<file path="src/rtl/dsp_cascade_pkg.sv">
// Shared widths, default coefficients and the output clamp for the 5-tap
// cascaded-MAC pixel convolution kernel.
package dsp_cascade_pkg;

    localparam int unsigned PIX_W    = 8;
    localparam int unsigned COEF_W   = 8;
    localparam int unsigned PROD_W   = 17;
    localparam int unsigned ACC_W    = 20;
    localparam int unsigned LATENCY  = 7;
    localparam int unsigned NUM_TAPS = 5;

    localparam int          DEF_COEF_A = 1;
    localparam int          DEF_COEF_B = 4;
    localparam int          DEF_COEF_C = 6;
    localparam int          DEF_COEF_D = 4;
    localparam int          DEF_COEF_E = 1;
    localparam int unsigned DEF_SHIFT  = 4;

    // One sampled 5-pixel window
    typedef struct packed {
        logic [PIX_W-1:0] pa;
        logic [PIX_W-1:0] pb;
        logic [PIX_W-1:0] pc;
        logic [PIX_W-1:0] pd;
        logic [PIX_W-1:0] pe;
    } pix_win_t;

    // Saturate a signed accumulator value into an unsigned pixel
    function automatic logic [PIX_W-1:0] clamp_pix(input logic signed [ACC_W-1:0] r);
        if (r[ACC_W-1]) begin
            return '0;
        end else if (r > ACC_W'(255)) begin
            return '1;
        end else begin
            return r[PIX_W-1:0];
        end
    endfunction

endpackage

</file>
<file path="src/rtl/dsp_mac_stage.sv">
// One DSP-slice equivalent: registered pcout = pcin + coef * pixel.
module dsp_mac_stage
    import dsp_cascade_pkg::*;
#(
    parameter int COEF = 1
) (
    input  logic                    clk,
    input  logic                    rst,
    input  logic [PIX_W-1:0]        pixel,
    input  logic signed [ACC_W-1:0] pcin,
    output logic signed [ACC_W-1:0] pcout
);

    localparam logic signed [COEF_W-1:0] COEF_S = COEF_W'(COEF);

    logic signed [PIX_W:0]    pix_s;
    logic signed [PROD_W-1:0] prod_c;

    // Pixel is unsigned, so zero-extend before the signed multiply
    assign pix_s  = $signed({1'b0, pixel});
    assign prod_c = PROD_W'(pix_s) * PROD_W'(COEF_S);

    always_ff @(posedge clk) begin
        if (!rst) begin
            pcout <= '0;
        end else begin
            pcout <= pcin + ACC_W'(prod_c);
        end
    end

endmodule

</file>
<file path="src/rtl/dsp_cascade.sv">
// 5-tap pixel convolution: input register, five cascaded MAC stages with
// delay-balanced taps, then shift-and-clamp output register (7 cycles).
module dsp_cascade
    import dsp_cascade_pkg::*;
#(
    parameter int          COEF_A = DEF_COEF_A,
    parameter int          COEF_B = DEF_COEF_B,
    parameter int          COEF_C = DEF_COEF_C,
    parameter int          COEF_D = DEF_COEF_D,
    parameter int          COEF_E = DEF_COEF_E,
    parameter int unsigned SHIFT  = DEF_SHIFT
) (
    input  logic             clk,
    input  logic             rst,
    input  logic [PIX_W-1:0] pa,
    input  logic [PIX_W-1:0] pb,
    input  logic [PIX_W-1:0] pc,
    input  logic [PIX_W-1:0] pd,
    input  logic [PIX_W-1:0] pe,
    output logic [PIX_W-1:0] p_out
);

    pix_win_t                   win_q;
    logic [PIX_W-1:0]           b_dly;
    logic [1:0][PIX_W-1:0]      c_dly;
    logic [2:0][PIX_W-1:0]      d_dly;
    logic [3:0][PIX_W-1:0]      e_dly;
    logic signed [ACC_W-1:0]    casc [NUM_TAPS+1];
    logic signed [ACC_W-1:0]    scaled_c;

    // Input register plus delay lines so stage k sees the window from k cycles back
    always_ff @(posedge clk) begin
        if (!rst) begin
            win_q <= '0;
            b_dly <= '0;
            c_dly <= '0;
            d_dly <= '0;
            e_dly <= '0;
        end else begin
            win_q <= '{pa: pa, pb: pb, pc: pc, pd: pd, pe: pe};
            b_dly <= win_q.pb;
            c_dly <= {c_dly[0], win_q.pc};
            d_dly <= {d_dly[1:0], win_q.pd};
            e_dly <= {e_dly[2:0], win_q.pe};
        end
    end

    assign casc[0] = '0;

    dsp_mac_stage #(.COEF(COEF_A)) u_mac_a (
        .clk(clk), .rst(rst), .pixel(win_q.pa), .pcin(casc[0]), .pcout(casc[1])
    );
    dsp_mac_stage #(.COEF(COEF_B)) u_mac_b (
        .clk(clk), .rst(rst), .pixel(b_dly),    .pcin(casc[1]), .pcout(casc[2])
    );
    dsp_mac_stage #(.COEF(COEF_C)) u_mac_c (
        .clk(clk), .rst(rst), .pixel(c_dly[1]), .pcin(casc[2]), .pcout(casc[3])
    );
    dsp_mac_stage #(.COEF(COEF_D)) u_mac_d (
        .clk(clk), .rst(rst), .pixel(d_dly[2]), .pcin(casc[3]), .pcout(casc[4])
    );
    dsp_mac_stage #(.COEF(COEF_E)) u_mac_e (
        .clk(clk), .rst(rst), .pixel(e_dly[3]), .pcin(casc[4]), .pcout(casc[5])
    );

    // Floor scaling: arithmetic shift, no rounding
    assign scaled_c = casc[NUM_TAPS] >>> SHIFT;

    always_ff @(posedge clk) begin
        if (!rst) begin
            p_out <= '0;
        end else begin
            p_out <= clamp_pix(scaled_c);
        end
    end

endmodule

</file>
<file path="config.mk">
export PLATFORM = sky130hd
export DESIGN_NAME = dsp_cascade
export DESIGN_NICKNAME = d
export VERILOG_FILES = /design/src/rtl/dsp_cascade_pkg.sv /design/src/rtl/dsp_mac_stage.sv /design/src/rtl/dsp_cascade.sv
export SDC_FILE = /design/constraint.sdc
export NUM_CORES = 1
export LEC_CHECK = 0
export ABC_AREA = 1
export ABC_CLOCK_PERIOD_IN_PS = 3550
export BUFFER_PORTS_ARGS = -buffer_cell sky130_fd_sc_hd__buf_2
export CORE_ASPECT_RATIO = 1.4
export CORE_MARGIN = 10
export CORE_UTILIZATION = 35
export CTS_BUF_LIST = sky130_fd_sc_hd__clkbuf_8
export CTS_CLUSTER_DIAMETER = 40
export DETAILED_ROUTE_END_ITERATION = 10
export SYNTH_ARGS = -nofsm -noshare
export SYNTH_HDL_FRONTEND = slang
export SYNTH_SLANG_ARGS = --single-unit
</file>
<file path="constraint.sdc">
create_clock -name clk -period 3.55 [get_ports clk]
set_input_delay 0 -clock clk [delete_from_list [all_inputs] [get_ports clk]]
set_output_delay 0 -clock clk [all_outputs]
set_load 0.005 [all_outputs]
</file>
==> summary.md <==
| Metric | Value |
|---|---|
| Status | `completed` |
| FF-to-FF path depth | `15` |
| Sequential Power Share | `0.571` |
| Initial antenna violation count | `0` |
| Die span in x | `140 microns` |
| Met3 GRT Util | `0.0260` |
| Sw Pwr | `905 uW` |
| Layout area overhead | `18.0%` |
| Gr ovfl total | `0` |
| Power per cell area | `449 mW/mm^2` |
| Avg WL per Cell | `9.06 microns` |
| RSZ-0062 raised after global routing | `no` |
| CP Launch Type | `register` |
| Hold Crit Start | `rst` |
| Slew Viols, Final | `0` |
| Number of DRC markers in iteration 0 | `142` |
| Max Freq | `403 MHz` |
| N_diodes | `0` |
| Number of buffers created by CTS | `17` |
| Full die area | `0.0263 sq mm` |
| Largest net degree at the start of global routing | `63` |
| Hold WC Path Type | `in -> reg` |
| Combinational power share | `0.063` |
| Drt total wl | `11400 microns` |
| Crit. End Element | `register` |
| # clock sinks | `182` |
| DRC errors left | `0` |
| Post-layout net count | `1083` |
| Synth area leaders | `dfxtp_1 (52%), nand2_1 (14%), inv_1 (11%)` |
| Final Wtd Congestion | `0.847` |
| Most frequent cell after synthesis | `nand2_1` |
| Clk pwr share | `0.366` |
| First-pass GRT wire length | `20700 microns` |
| Cell Rows | `61` |
| CTS Hold Bufs | `41` |
| Syn_nets | `991` |
| Synthesized area | `0.00706 sq mm` |
| Vias per cell | `4.07` |
| Clock skew | `0.0188 ns` |
| Final setup TNS | `0 ns` |
| Async SR Flop Fraction | `0` |
| Overall Global Routing Usage | `0.0926` |
| Top cell type's share of synthesized area | `0.516` |
| Share of layout cells above drive strength 1 | `0.0990` |
| FF+latch count, synth | `182` |
| Initial core utilization | `0.356` |
| Int Pwr | `2.84 mW` |
| Number of synthesized flops with an enable pin | `0` |
| TritonCTS clock tree | `done` |
| Core Box Area | `0.0198 sq mm` |
| CP arrival | `2.88 ns` |
| Reg2reg end | `u_mac_c.pcout[10]$_SDFF_PN0_` |
| Worst-Skew Late Latency | `0.46 ns` |
| GRT met2 Usage | `0.179` |
| Antenna violation net count after detailed routing | `0` |
| Post-CTS Setup Bufs | `0` |
| Synth Flop Type | `dfxtp_1` |
| Fin crit period | `2.48 ns` |
| Synth Area per Inst | `7.81 sq um` |
| Reg2reg start | `c_dly[9]$_SDFF_PN0_` |
| Critical path class | `reg -> reg` |
| H-tree Lvls | `4` |
| Vias in the first global route | `5078` |
| Worst IR Drop VDD | `227 uV` |
| Top cells by count, synth | `nand2_1 (266), inv_1 (208), dfxtp_1 (182)` |
| Dominant cell type by area after synthesis | `dfxtp_1` |
| Max_cap viols | `0` |
| Least-Margin Pin Slew | `0.594 ns` |
| Final Cycle Share | `0.699` |
| Switching Fraction | `0.242` |
| Hold depth | `3` |
| Rel. slew slack | `0.604` |
| Worst hold endpoint | `c_dly[7]$_SDFF_PN0_` |
| Syn Inst Count | `905` |
| Crit path max fanout | `3` |
| Clk root buf | `clkbuf_8` |
| Final Power | `3.74 mW` |
| Seq/Total Area, Yosys | `0.516` |
| Yosys cell types | `33` |
| Met1 Use GR | `0.0849` |
| Bufs on Longest Clock Path | `2` |
| Hold Vio Cnt, Final | `0` |
| Hpwl dp | `8270 microns` |
| Total number of vias | `5139` |
| Endpoints failing setup | `0` |
| Yosys warns | `0` |
| Port bufs | `49` |
| LEAKAGE | `4.95 nW` |
| Drt pass-1 iters | `4` |
| Cts repair resizes | `0` |
| Clock-pin slew on the worst setup and hold paths | `0.09 ns` |
| Reg-to-reg slack, setup | `1.07 ns` |
| # IOs | `50` |
| Worst Path Required | `3.95 ns` |
| Die Y | `188 microns` |
| GRT busiest layer | `met2` |
==> worst max-delay path, cell delays in order (launching register included) <==
cell and delay [ns]:
dfxtp_1 0.38, ha_1 0.18, inv_1 0.05, fa_1 0.40, inv_1 0.09, nand4_1 0.10
o211ai_1 0.14, xor2_1 0.23, ha_1 0.29, nand2_1 0.10, inv_1 0.04, a21oi_1 0.13
nand3_1 0.10, nand2_1 0.07, nand2_1 0.05, nor2_1 0.10
==> layout by cell type (no fill, tap or decap), types with 3 or more instances in the layout <==
cell type | synthesis | layout
a21o_1 | 5 | 5
a21oi_1 | 40 | 40
buf_2 | 10 | 48
buf_4 | 9 | 4
clkbuf_8 | 0 | 19
clkinvlp_4 | 0 | 3
dfxtp_1 | 182 | 182
dlygate4sd3_1 | 0 | 41
fa_1 | 4 | 4
ha_1 | 40 | 40
inv_1 | 208 | 208
inv_6 | 0 | 4
nand2_1 | 266 | 266
nand2_2 | 6 | 6
nand3_1 | 28 | 28
nand4_1 | 4 | 4
nor2_1 | 66 | 66
nor2_2 | 4 | 4
o21ai_0 | 9 | 9
xnor2_1 | 3 | 3
==> metal layers <==
metal | part of all wire | vias up
met5 | 0 | -
met4 | 0.025 | 0
met3 | 0.033 | 22
met2 | 0.54 | 61
met1 | 0.40 | 2214
li1 | - | 2842
==> area by class of cell <==
type | count | area [sq um]
fillers | 2017 | 11500
flip-flops and latches | 182 | 3640
multi-input cells | 493 | 2510
inverters | 210 | 788
repair buffers | 93 | 681
well taps | 252 | 315
clock buffers | 19 | 262
clock inverters | 13 | 136
==> per-stage QoR <==
step	cell area (sq um)	utilization	worst slack, ns	std cells	hold WS, ns
after floorplan	7060	-	1.30	905	0.0976
after global placement	7530	0.379	1.18	1189	0.181
after detailed placement	7530	0.379	1.07	1189	0.183
after CTS	8340	0.420	1.04	1262	0.000575
after global routing	8340	0.420	0.779	1262	0.0432
final	8340	0.420	1.07	1262	0.0114
==> power groups by stage <==
stage,logic [mW],clock network [mW],registers [mW]
detailed placement,0.204,0,2.19
global route,0.278,1.49,2.14
global placement,0.202,0,2.18
finish,0.236,1.37,2.14
CTS,0.240,1.42,2.14
floorplan,0.154,0,2.18
==> sequential cells by signal, indices dropped and copies added (netlist names), 10 cells and up <==
register,count
u_mac_d.pcout,13
d_dly,24
u_mac_e.pcout,10
u_mac_c.pcout,12
e_dly,32
u_mac_b.pcout,11
win_q,40
c_dly,16
==> kinds of logic after synthesis <==
family | count (synthesis) | synth area share
fa+ha+maj | 44 | 0.0822
buf+inv | 230 | 0.129
simple gates | 378 | 0.213
compound gates | 66 | 0.0544
xor+xnor | 5 | 0.00620
flops | 182 | 0.516
==> how the worst max path moves through the flow <==
| stage | startpoint | endpoint | slack, ns | cells past startpoint |
|---|---|---|---|---|
| after floorplan | c_dly[9]$_SDFF_PN0_ | u_mac_c.pcout[10]$_SDFF_PN0_ | 1.30 | 14 |
| after global placement | c_dly[9]$_SDFF_PN0_ | u_mac_c.pcout[10]$_SDFF_PN0_ | 1.18 | 15 |
| after detailed placement | c_dly[9]$_SDFF_PN0_ | u_mac_c.pcout[10]$_SDFF_PN0_ | 1.07 | 15 |
| after CTS | c_dly[9]$_SDFF_PN0_ | u_mac_c.pcout[10]$_SDFF_PN0_ | 1.04 | 15 |
| after global routing | c_dly[9]$_SDFF_PN0_ | u_mac_c.pcout[10]$_SDFF_PN0_ | 0.78 | 15 |
| final | c_dly[9]$_SDFF_PN0_ | u_mac_c.pcout[10]$_SDFF_PN0_ | 1.07 | 15 |
Note: power is estimated with default switching activity, not from simulation.
